==> src/rtl/sram_pkg.sv <==
// Shared array geometry, FSM state encoding and small constant helpers for the
// SRAM serial controller.
package sram_pkg;

    localparam int ROWS = 16;
    localparam int COLS = 8;
    localparam int AW   = (ROWS > 1) ? $clog2(ROWS) : 1;
    localparam int BCW  = $clog2(COLS + 1);

    typedef enum logic [2:0] {
        IDLE,
        PRE,
        WR_WL,
        RD_WL,
        RD_SAE
    } sram_state_t;

    function automatic int max3(input int a, input int b, input int c);
        int m;
        m = (a > b) ? a : b;
        return (m > c) ? m : c;
    endfunction

endpackage

==> src/rtl/sram_deserializer.sv <==
// MSB-first serial word capture: a strobe divider, a COLS-bit shift register
// and a saturating bit counter that the controller clears on write accept.
module sram_deserializer
    import sram_pkg::*;
#(
    parameter int SHIFT_DIV = 2
) (
    input  logic            clk,
    input  logic            rst,
    input  logic            serial_in,
    input  logic            shift,
    input  logic            clr,
    output logic [COLS-1:0] word,
    output logic            word_full,
    output logic [BCW-1:0]  bitcnt
);

    localparam int DIVW = (SHIFT_DIV > 1) ? $clog2(SHIFT_DIV) : 1;
    localparam logic [DIVW-1:0] DIV_LAST = DIVW'(SHIFT_DIV - 1);
    localparam logic [BCW-1:0]  CNT_FULL = BCW'(COLS);

    logic [DIVW-1:0] div_q, div_d;
    logic [COLS-1:0] sreg_q, sreg_d;
    logic [BCW-1:0]  bitcnt_q, bitcnt_d;
    logic            bit_tick;

    assign bit_tick = shift && (div_q == DIV_LAST);

    always_comb begin
        div_d    = div_q;
        sreg_d   = sreg_q;
        bitcnt_d = bitcnt_q;

        if (!shift || bit_tick) begin
            div_d = '0;
        end else begin
            div_d = div_q + DIVW'(1);
        end

        // Extra bits keep shifting so the most recent COLS bits form the word.
        if (bit_tick) begin
            sreg_d = {sreg_q[COLS-2:0], serial_in};
            if (bitcnt_q != CNT_FULL) begin
                bitcnt_d = bitcnt_q + BCW'(1);
            end
        end

        if (clr) begin
            bitcnt_d = '0;
        end
    end

    always_ff @(posedge clk) begin
        if (rst) begin
            div_q    <= '0;
            sreg_q   <= '0;
            bitcnt_q <= '0;
        end else begin
            div_q    <= div_d;
            sreg_q   <= sreg_d;
            bitcnt_q <= bitcnt_d;
        end
    end

    assign word      = sreg_q;
    assign word_full = (bitcnt_q == CNT_FULL);
    assign bitcnt    = bitcnt_q;

endmodule

==> src/rtl/sram_serial_ctrl.sv <==
// Device-side SRAM command responder: accepts w_en/r_en in IDLE and sequences
// precharge, wordline, write-driver and sense-amp controls for the array macro.
//
// Handshake: w_en/r_en are single-cycle requests honoured only when the FSM is
// in IDLE; any request that cannot be honoured is dropped and reported with a
// one-cycle cmd_err pulse. Read completion is the one-cycle data_valid pulse.
module sram_serial_ctrl
    import sram_pkg::*;
#(
    parameter int SHIFT_DIV = 2,
    parameter int PRE_CYC   = 2,
    parameter int WL_CYC    = 2,
    parameter int SAE_CYC   = 2
) (
    input  logic            clk,
    input  logic            rst,
    input  logic            serial_in,
    input  logic            shift,
    input  logic            w_en,
    input  logic            r_en,
    input  logic [AW-1:0]   addr,
    output logic            data_valid,
    output logic [COLS-1:0] data_out,
    output logic            busy,
    output logic            cmd_err,
    output logic            pre_en,
    output logic            wl_en,
    output logic [AW-1:0]   wl_addr,
    output logic            wr_drv_en,
    output logic [COLS-1:0] bl_wdata,
    output logic            sae,
    input  logic [COLS-1:0] sa_rdata,
    output sram_state_t     dbg_state,
    output logic [BCW-1:0]  dbg_bitcnt,
    output logic            dbg_word_full
);

    localparam int CYCW = $clog2(max3(PRE_CYC, WL_CYC, SAE_CYC) + 1);
    localparam logic [CYCW-1:0] PRE_LD = CYCW'(PRE_CYC - 1);
    localparam logic [CYCW-1:0] WL_LD  = CYCW'(WL_CYC - 1);
    localparam logic [CYCW-1:0] SAE_LD = CYCW'(SAE_CYC - 1);
    localparam bit ROWS_POW2 = (ROWS == (1 << AW));

    sram_state_t     state_q, state_d;
    logic [CYCW-1:0] cnt_q, cnt_d;
    logic            is_wr_q, is_wr_d;
    logic            busy_q, busy_d;
    logic            cmd_err_q, cmd_err_d;
    logic            data_valid_q, data_valid_d;
    logic [COLS-1:0] data_out_q, data_out_d;
    logic [AW-1:0]   wl_addr_q, wl_addr_d;
    logic [COLS-1:0] bl_wdata_q, bl_wdata_d;
    logic            pre_en_q, pre_en_d;
    logic            wl_en_q, wl_en_d;
    logic            wr_drv_en_q, wr_drv_en_d;
    logic            sae_q, sae_d;

    logic [COLS-1:0] word;
    logic            word_full;
    logic [BCW-1:0]  bitcnt;
    logic            wr_clr;
    logic            addr_bad;
    logic            cnt_done;

    sram_deserializer #(
        .SHIFT_DIV (SHIFT_DIV)
    ) u_deser (
        .clk       (clk),
        .rst       (rst),
        .serial_in (serial_in),
        .shift     (shift),
        .clr       (wr_clr),
        .word      (word),
        .word_full (word_full),
        .bitcnt    (bitcnt)
    );

    // Only reachable when ROWS leaves unused codes in the address field.
    assign addr_bad = !ROWS_POW2 && (int'(addr) >= ROWS);
    assign cnt_done = (cnt_q == '0);

    always_comb begin
        state_d      = state_q;
        cnt_d        = cnt_q;
        is_wr_d      = is_wr_q;
        busy_d       = busy_q;
        cmd_err_d    = 1'b0;
        data_valid_d = 1'b0;
        data_out_d   = data_out_q;
        wl_addr_d    = wl_addr_q;
        bl_wdata_d   = bl_wdata_q;
        wr_clr       = 1'b0;

        case (state_q)
            IDLE: begin
                if (w_en || r_en) begin
                    if (addr_bad) begin
                        cmd_err_d = 1'b1;
                    end else begin
                        state_d   = PRE;
                        cnt_d     = PRE_LD;
                        busy_d    = 1'b1;
                        wl_addr_d = addr;
                        is_wr_d   = w_en;
                        if (w_en) begin
                            bl_wdata_d = word;
                            wr_clr     = 1'b1;
                            cmd_err_d  = r_en;
                        end
                    end
                end
            end
            PRE: begin
                if (cnt_done) begin
                    state_d = is_wr_q ? WR_WL : RD_WL;
                    cnt_d   = WL_LD;
                end else begin
                    cnt_d = cnt_q - CYCW'(1);
                end
            end
            WR_WL: begin
                if (cnt_done) begin
                    state_d = IDLE;
                    busy_d  = 1'b0;
                end else begin
                    cnt_d = cnt_q - CYCW'(1);
                end
            end
            RD_WL: begin
                if (cnt_done) begin
                    state_d = RD_SAE;
                    cnt_d   = SAE_LD;
                end else begin
                    cnt_d = cnt_q - CYCW'(1);
                end
            end
            RD_SAE: begin
                if (cnt_done) begin
                    state_d      = IDLE;
                    busy_d       = 1'b0;
                    data_out_d   = sa_rdata;
                    data_valid_d = 1'b1;
                end else begin
                    cnt_d = cnt_q - CYCW'(1);
                end
            end
            default: begin
                state_d = IDLE;
                busy_d  = 1'b0;
            end
        endcase

        if (state_q != IDLE && (w_en || r_en)) begin
            cmd_err_d = 1'b1;
        end

        // Macro controls are decoded from the next state so they register in
        // step with it; PRE and the wordline states are mutually exclusive.
        pre_en_d    = (state_d == PRE);
        wl_en_d     = (state_d == WR_WL) || (state_d == RD_WL) || (state_d == RD_SAE);
        wr_drv_en_d = (state_d == WR_WL);
        sae_d       = (state_d == RD_SAE);
    end

    always_ff @(posedge clk) begin
        if (rst) begin
            state_q      <= IDLE;
            cnt_q        <= '0;
            is_wr_q      <= 1'b0;
            busy_q       <= 1'b0;
            cmd_err_q    <= 1'b0;
            data_valid_q <= 1'b0;
            data_out_q   <= '0;
            wl_addr_q    <= '0;
            bl_wdata_q   <= '0;
            pre_en_q     <= 1'b0;
            wl_en_q      <= 1'b0;
            wr_drv_en_q  <= 1'b0;
            sae_q        <= 1'b0;
        end else begin
            state_q      <= state_d;
            cnt_q        <= cnt_d;
            is_wr_q      <= is_wr_d;
            busy_q       <= busy_d;
            cmd_err_q    <= cmd_err_d;
            data_valid_q <= data_valid_d;
            data_out_q   <= data_out_d;
            wl_addr_q    <= wl_addr_d;
            bl_wdata_q   <= bl_wdata_d;
            pre_en_q     <= pre_en_d;
            wl_en_q      <= wl_en_d;
            wr_drv_en_q  <= wr_drv_en_d;
            sae_q        <= sae_d;
        end
    end

    assign data_valid    = data_valid_q;
    assign data_out      = data_out_q;
    assign busy          = busy_q;
    assign cmd_err       = cmd_err_q;
    assign pre_en        = pre_en_q;
    assign wl_en         = wl_en_q;
    assign wl_addr       = wl_addr_q;
    assign wr_drv_en     = wr_drv_en_q;
    assign bl_wdata      = bl_wdata_q;
    assign sae           = sae_q;
    assign dbg_state     = state_q;
    assign dbg_bitcnt    = bitcnt;
    assign dbg_word_full = word_full;

endmodule

==> config.mk <==
export PLATFORM = sky130hd
export DESIGN_NAME = sram_serial_ctrl
export DESIGN_NICKNAME = d
export VERILOG_FILES = /design/src/rtl/sram_pkg.sv /design/src/rtl/sram_deserializer.sv /design/src/rtl/sram_serial_ctrl.sv
export SDC_FILE = /design/constraint.sdc
export NUM_CORES = 1
export LEC_CHECK = 0
export ABC_AREA = 1
export CAP_MARGIN = 20
export CORE_ASPECT_RATIO = 1.5
export CORE_UTILIZATION = 50
export CTS_CLUSTER_DIAMETER = 100
export DETAILED_ROUTE_END_ITERATION = 16
export GPL_TIMING_DRIVEN = 0
export PLACE_DENSITY = 0.84
export SETUP_SLACK_MARGIN = 0.5
export SLEW_MARGIN = 20
export SYNTH_ARGS = -nofsm -noshare
export SYNTH_HDL_FRONTEND = slang
export SYNTH_SLANG_ARGS = --single-unit
==> constraint.sdc <==
create_clock -name clk -period 2.2 [get_ports clk]
set_input_delay 0.22 -clock clk [delete_from_list [all_inputs] [get_ports clk]]
set_output_delay 0.22 -clock clk [all_outputs]
set_load 0.02 [all_outputs]
; ---- After elaboration in Yosys (flattened, before gate mapping)
; Index checks and enable logic that the tools add are counted.
[totals]
reg_bits = 46
inputBits = 18
[classes]
add_sub_neg = 3
eq_ne = 13
muxes = 21
bitwise_logic = 2
n_reduce_logical = 22
[op_table]
columns = operator, n
row1 = "3-bit by 2-bit equality test with 1-bit output, second input constant", 4
row2 = 3-bit 2-to-1 mux, 4
row3 = 3-bit one-hot mux with 4 select lines, 1
row4 = 1-bit 2-to-1 mux, 11
row5 = 2-bit OR reduction, 5
row6 = 3-bit AND reduction, 3
row7 = "3-bit by 1-bit equality test with 1-bit output, second input constant", 2
row8 = "3-bit equality test, second input constant", 2
row9 = 2-bit 2-to-1 mux, 3
row10 = 2-bit one-hot mux with 3 select lines, 1
row11 = 2-bit AND reduction, 3
row12 = 3-bit nonzero test, 2
row13 = "4-bit by 1-bit adder with 4-bit output, second input constant", 1
row14 = "4-bit equality test, second input constant", 1
row15 = 1-bit logical OR, 4
row16 = "2-bit != test, second input constant", 2
row17 = "4-bit != test, second input constant", 1
row18 = 3-bit logical NOT, 1
row19 = 1-bit one-hot mux with 3 select lines, 1
row20 = 1-bit logical AND, 2
row21 = 2-bit logical NOT, 1
row22 = "2-bit by 1-bit != test with 1-bit output, second input constant", 1
row23 = 1-bit inverter, 2
row24 = "2-bit by 1-bit subtractor with 2-bit output, second input constant", 1
row25 = 2 further kinds, 2

; ---- Longest topological paths before layout
[logic_depth]
word_depth = 6
depth_mapped = 8
depth_no_buf = 7

; ---- Modules after synthesis
; Synthesis repeated with hierarchy kept, for this count alone.
[unflattened]
cells_unflattened = 243
hier_area_um2 = 1864.3
[modules_own_cells]
columns = mod, n_inst, cells_per_inst, area_each_um2, seq_area_each_um2
row1 = sram_serial_ctrl, 1, 172, 1311.3, 660.6
row2 = sram_deserializer, 1, 71, 553.0, 260.2

; ---- Least setup slack after synthesis
; Ideal clock, no wire load.
[synth_path]
path_type = flip-flop to flip-flop
startpoint = register u_deser.bitcnt_q[0] (netlist: u_deser.bitcnt[0])
endpoint = register u_deser.bitcnt_q[2] (netlist: u_deser.bitcnt[2])
t_arrival_ps = 1256
required_time_ps = 2082
setup_slack_ps = 826
path_stages_with_launch = 8
synth_period_minus_slack_ps = 1374
path_cell_list = dfxtp_1 inv_1 ha_1 nand3_1 nand2_2 nor2_1 nand2_1 nor3b_1
[synth_via]
elab_chain_len = 2
[synth_lines]
columns = item, line_no
row1 = from (decl), sram_deserializer.sv:24  ; logic [BCW-1:0] bitcnt_q, bitcnt_d;
row2 = from (signal assigned), sram_deserializer.sv:61  ; bitcnt_q <= bitcnt_d;
row3 = "parallel branches: the longest is 2 deep, another holds 4-bit by 1-bit adder with 4-bit output", --
; Several ways; the timed one is not identified.
; A chain may end at the register's enable or synchronous reset.

; ---- Worst setup path after layout
[layout_path]
startpoint = register state_q[0] (netlist: dbg_state[0])
endpoint = output port dbg_state[0]
[layout_lines]
columns = item, line_no
row1 = from (decl), sram_serial_ctrl.sv:44  ; sram_state_t state_q, state_d;
row2 = from (signal assigned), sram_serial_ctrl.sv:181  ; state_q <= state_d;
row3 = to (decl), sram_serial_ctrl.sv:33  ; output sram_state_t dbg_state,
; No word-level cell between the ends.

==> out/qor.txt <==
Top cell type's share of synthesized area = 50.7%
Gr usage total = 21.7%
Worst-margin pin slew = 492 ps
Initial Util = 52.7%
Peak VDD IR = 0.640 mV
Final Critical Period = 1640 ps
Clock power frac = 31.4%
Net Switching = 568 uW
Congestion Overflow GR = 0
R2r startpoint = cnt_q[0]
Crit path DAT = 1420 ps
DR pass1 iterations = 5
Clk_lat worst skew = 300 ps
WHS Path Cells = 1
Register area share after synthesis = 50.7%
WL per Instance = 11.5 microns
Critical path capture point type = primary output
Number of synthesized flops with an enable pin = 0
Final WL = 3840 microns
Post-route ant nets = 0
Count of final setup violators = 0
FF+latch area = 926 sq um
CP startpoint kind = flip-flop
Flop pwr share = 46.2%
YS warnings = 0
Number of global-route vias before repair = 1537
Yosys top cell by area = dfxtp_1
Iter 0 DRT Violations = 33
Delay of the slowest critical-path stage = 650 ps
# IOs = 53
Fin nets = 313
Yosys reg bits = 46
R2r setup slk = 690 ps
Final Hold Viols = 0
Post-DP HPWL = 2700 microns
DIE AREA = 3880 sq um
F_max = 610 MHz
Most common cell in the netlist = dfxtp_1
Die Wd = 51.2 microns
Final Cycle Share = 74.5%
Crit-path slowest cell = clkdlybuf4s50_1
Synthesis-to-layout area growth = 37.9%
Antenna fix cells = 0
Final slew viol count = 0
Comb pwr share = 22.4%
Drt drc = 0
Num CTS Buffers = 5
CTS tree = built
Delay-heaviest family, CP = buffers and inverters
Sum Neg Setup Slack = 0 ps
Final Util = 72.7%
# rows = 26
Crit path kind = flip-flop to primary output
Power Density = 802 nW/um^2
I/O Buffers = 52
P_int = 1440 uW
RSZ-0062 raised after global routing = no
Clock transition at path regs = 80 ps
GPL Wtd Cong = 0.820
Hold path startpoint = u_deser.div_q
Status = finished, final reports clean
Cell variety after synth = 23
Clock Skews = 1.96 ps
Slew headroom = 67.2%
Leak = 0.000963 uW
WP buf/inv = 1
Mapped Cells = 232
Area taken by multi-input logic gates = 756 sq um
CP max FO = 5
Reg2reg path depth = 6
Vias per cell = 4.88
CP Cell Sequence = clkdlybuf4s50_1
Hold EP = u_deser.div_q
Post-synth net total = 254
Max cap viols = 0
R2r endpoint = data_out[6]
Synth cell count leaders = 46 x dfxtp_1, 38 x nand2_1, 32 x nor2_1
Initial antenna violation count = 0
Critical Path RT = 1980 ps
Synthesized area per cell = 7.83 sq um
Layout cells sized above 1 = 7.56%
Pwr Total = 2010 uW
WP depth = 1
Vias = 1624
Die span in y = 75.8 microns
H-tree Lvls = 2
Mapped Area = 1820 sq um
Final-layout fill cell count = 296
First-pass GRT wire length = 6310 microns
Core Region = 3450 sq um
Synth async-reset ratio = 0%
Largest net degree at the start of global routing = 14
Clock Path Buffers = 2
CTS sink count = 46
Switching Share = 28.3%
Main synth FF type = dfxtp_1
Synth area leaders = dfxtp_1 51%, nand2_1 7.9%, a21oi_1 7.2%
Clk root buf = clkbuf_8
Worst hold-check path type = flip-flop to flip-flop
# Post-CTS Setup Buffers = 0
flip-flops by register name, summed over array words and instances, names as in the netlist, 2 cells and up:
name / flops
wl_addr: 4
u_deser.bitcnt: 4
dbg_state: 3
cnt_q: 2
data_out: 8
u_deser.word: 8
bl_wdata: 8
kinds of logic after synthesis:
| group | synth area share, % |
|---|---|
| fa+ha+maj | 2.75 |
| simple gates | 25.1 |
| buf+inv | 7.71 |
| flops | 50.7 |
| compound gates | 13.8 |
timing repair:
item,4_1_cts,5_1_grt
hold buffers,0,0
resized for setup,3,3
setup endpoints to repair,2,1
gates cloned,0,0
hold endpoints to repair,0,0
placed cells by master (no fill, tap or decap), types with 2 or more instances in the layout:
cell	n
nand2_4	2
inv_1	24
o21ai_0	21
a21oi_1	26
dfxtp_1	44
clkdlybuf4s50_1	50
clkbuf_8	6
nand2_1	38
inv_2	3
clkbuf_1	4
nand4_1	2
nand3_1	18
nor2_4	2
ha_1	4
nor2_1	32
worst max path at each step:
stage,start,endpoint,slack [ps]
floorplan,u_deser.bitcnt[0],u_deser.bitcnt[2],830
detailed placement,shift,u_deser.bitcnt[2],560
global route,u_deser.bitcnt[0],dbg_word_full,500
global placement,shift,u_deser.bitcnt[2],580
finish,dbg_state[0],dbg_state[0],560
CTS,u_deser.bitcnt[1],dbg_word_full,520
stage by stage:
| stage | worst slack (ps) | cell area, sq um | cells | hold WS (ps) |
|---|---|---|---|---|
| floorplan | 826 | 1820 | 232 | 289 |
| global placement | 583 | 2390 | 326 | 397 |
| detailed placement | 563 | 2390 | 326 | 407 |
| CTS | 521 | 2500 | 333 | 419 |
| global route | 502 | 2510 | 333 | 442 |
| finish | 561 | 2510 | 333 | 420 |
metal layers:
layer | wire, microns | part of all wire, % | vias to the layer above | global-route usage [%]
li1 | - | - | 860 | -
met1 | 1670 | 43 | 720 | 22.7
met3 | 211 | 5.5 | 6 | 5.99
met4 | 60 | 1.6 | 0 | 8.71
met2 | 1900 | 49 | 38 | 40.8
met5 | 0 | 0 | - | 0
power by group through the flow:
| stage | Sequential, uW | Clock (uW) | Combinational (uW) |
|---|---|---|---|
| 6_report | 928 | 631 | 451 |
| 5_1_grt | 936 | 674 | 502 |
| 4_1_cts | 929 | 646 | 453 |
| 3_5_place_dp | 948 | 0 | 449 |
| 3_3_place_gp | 947 | 0 | 443 |
| 2_1_floorplan | 994 | 0 | 236 |
area by class of cell:
| type | count | share of cell area (%) |
|---|---|---|
| Tap cell | 42 | 2.10 |
| Timing Repair Buffer | 52 | 20.7 |
| Sequential cell | 46 | 36.9 |
| Clock inverter | 1 | 1.20 |
| Buffer | 7 | 1.55 |
| Inverter | 27 | 4.04 |
| Clock buffer | 6 | 3.30 |
| Multi-Input combinational cell | 152 | 30.2 |
Note: power is estimated with default switching activity, not from simulation.
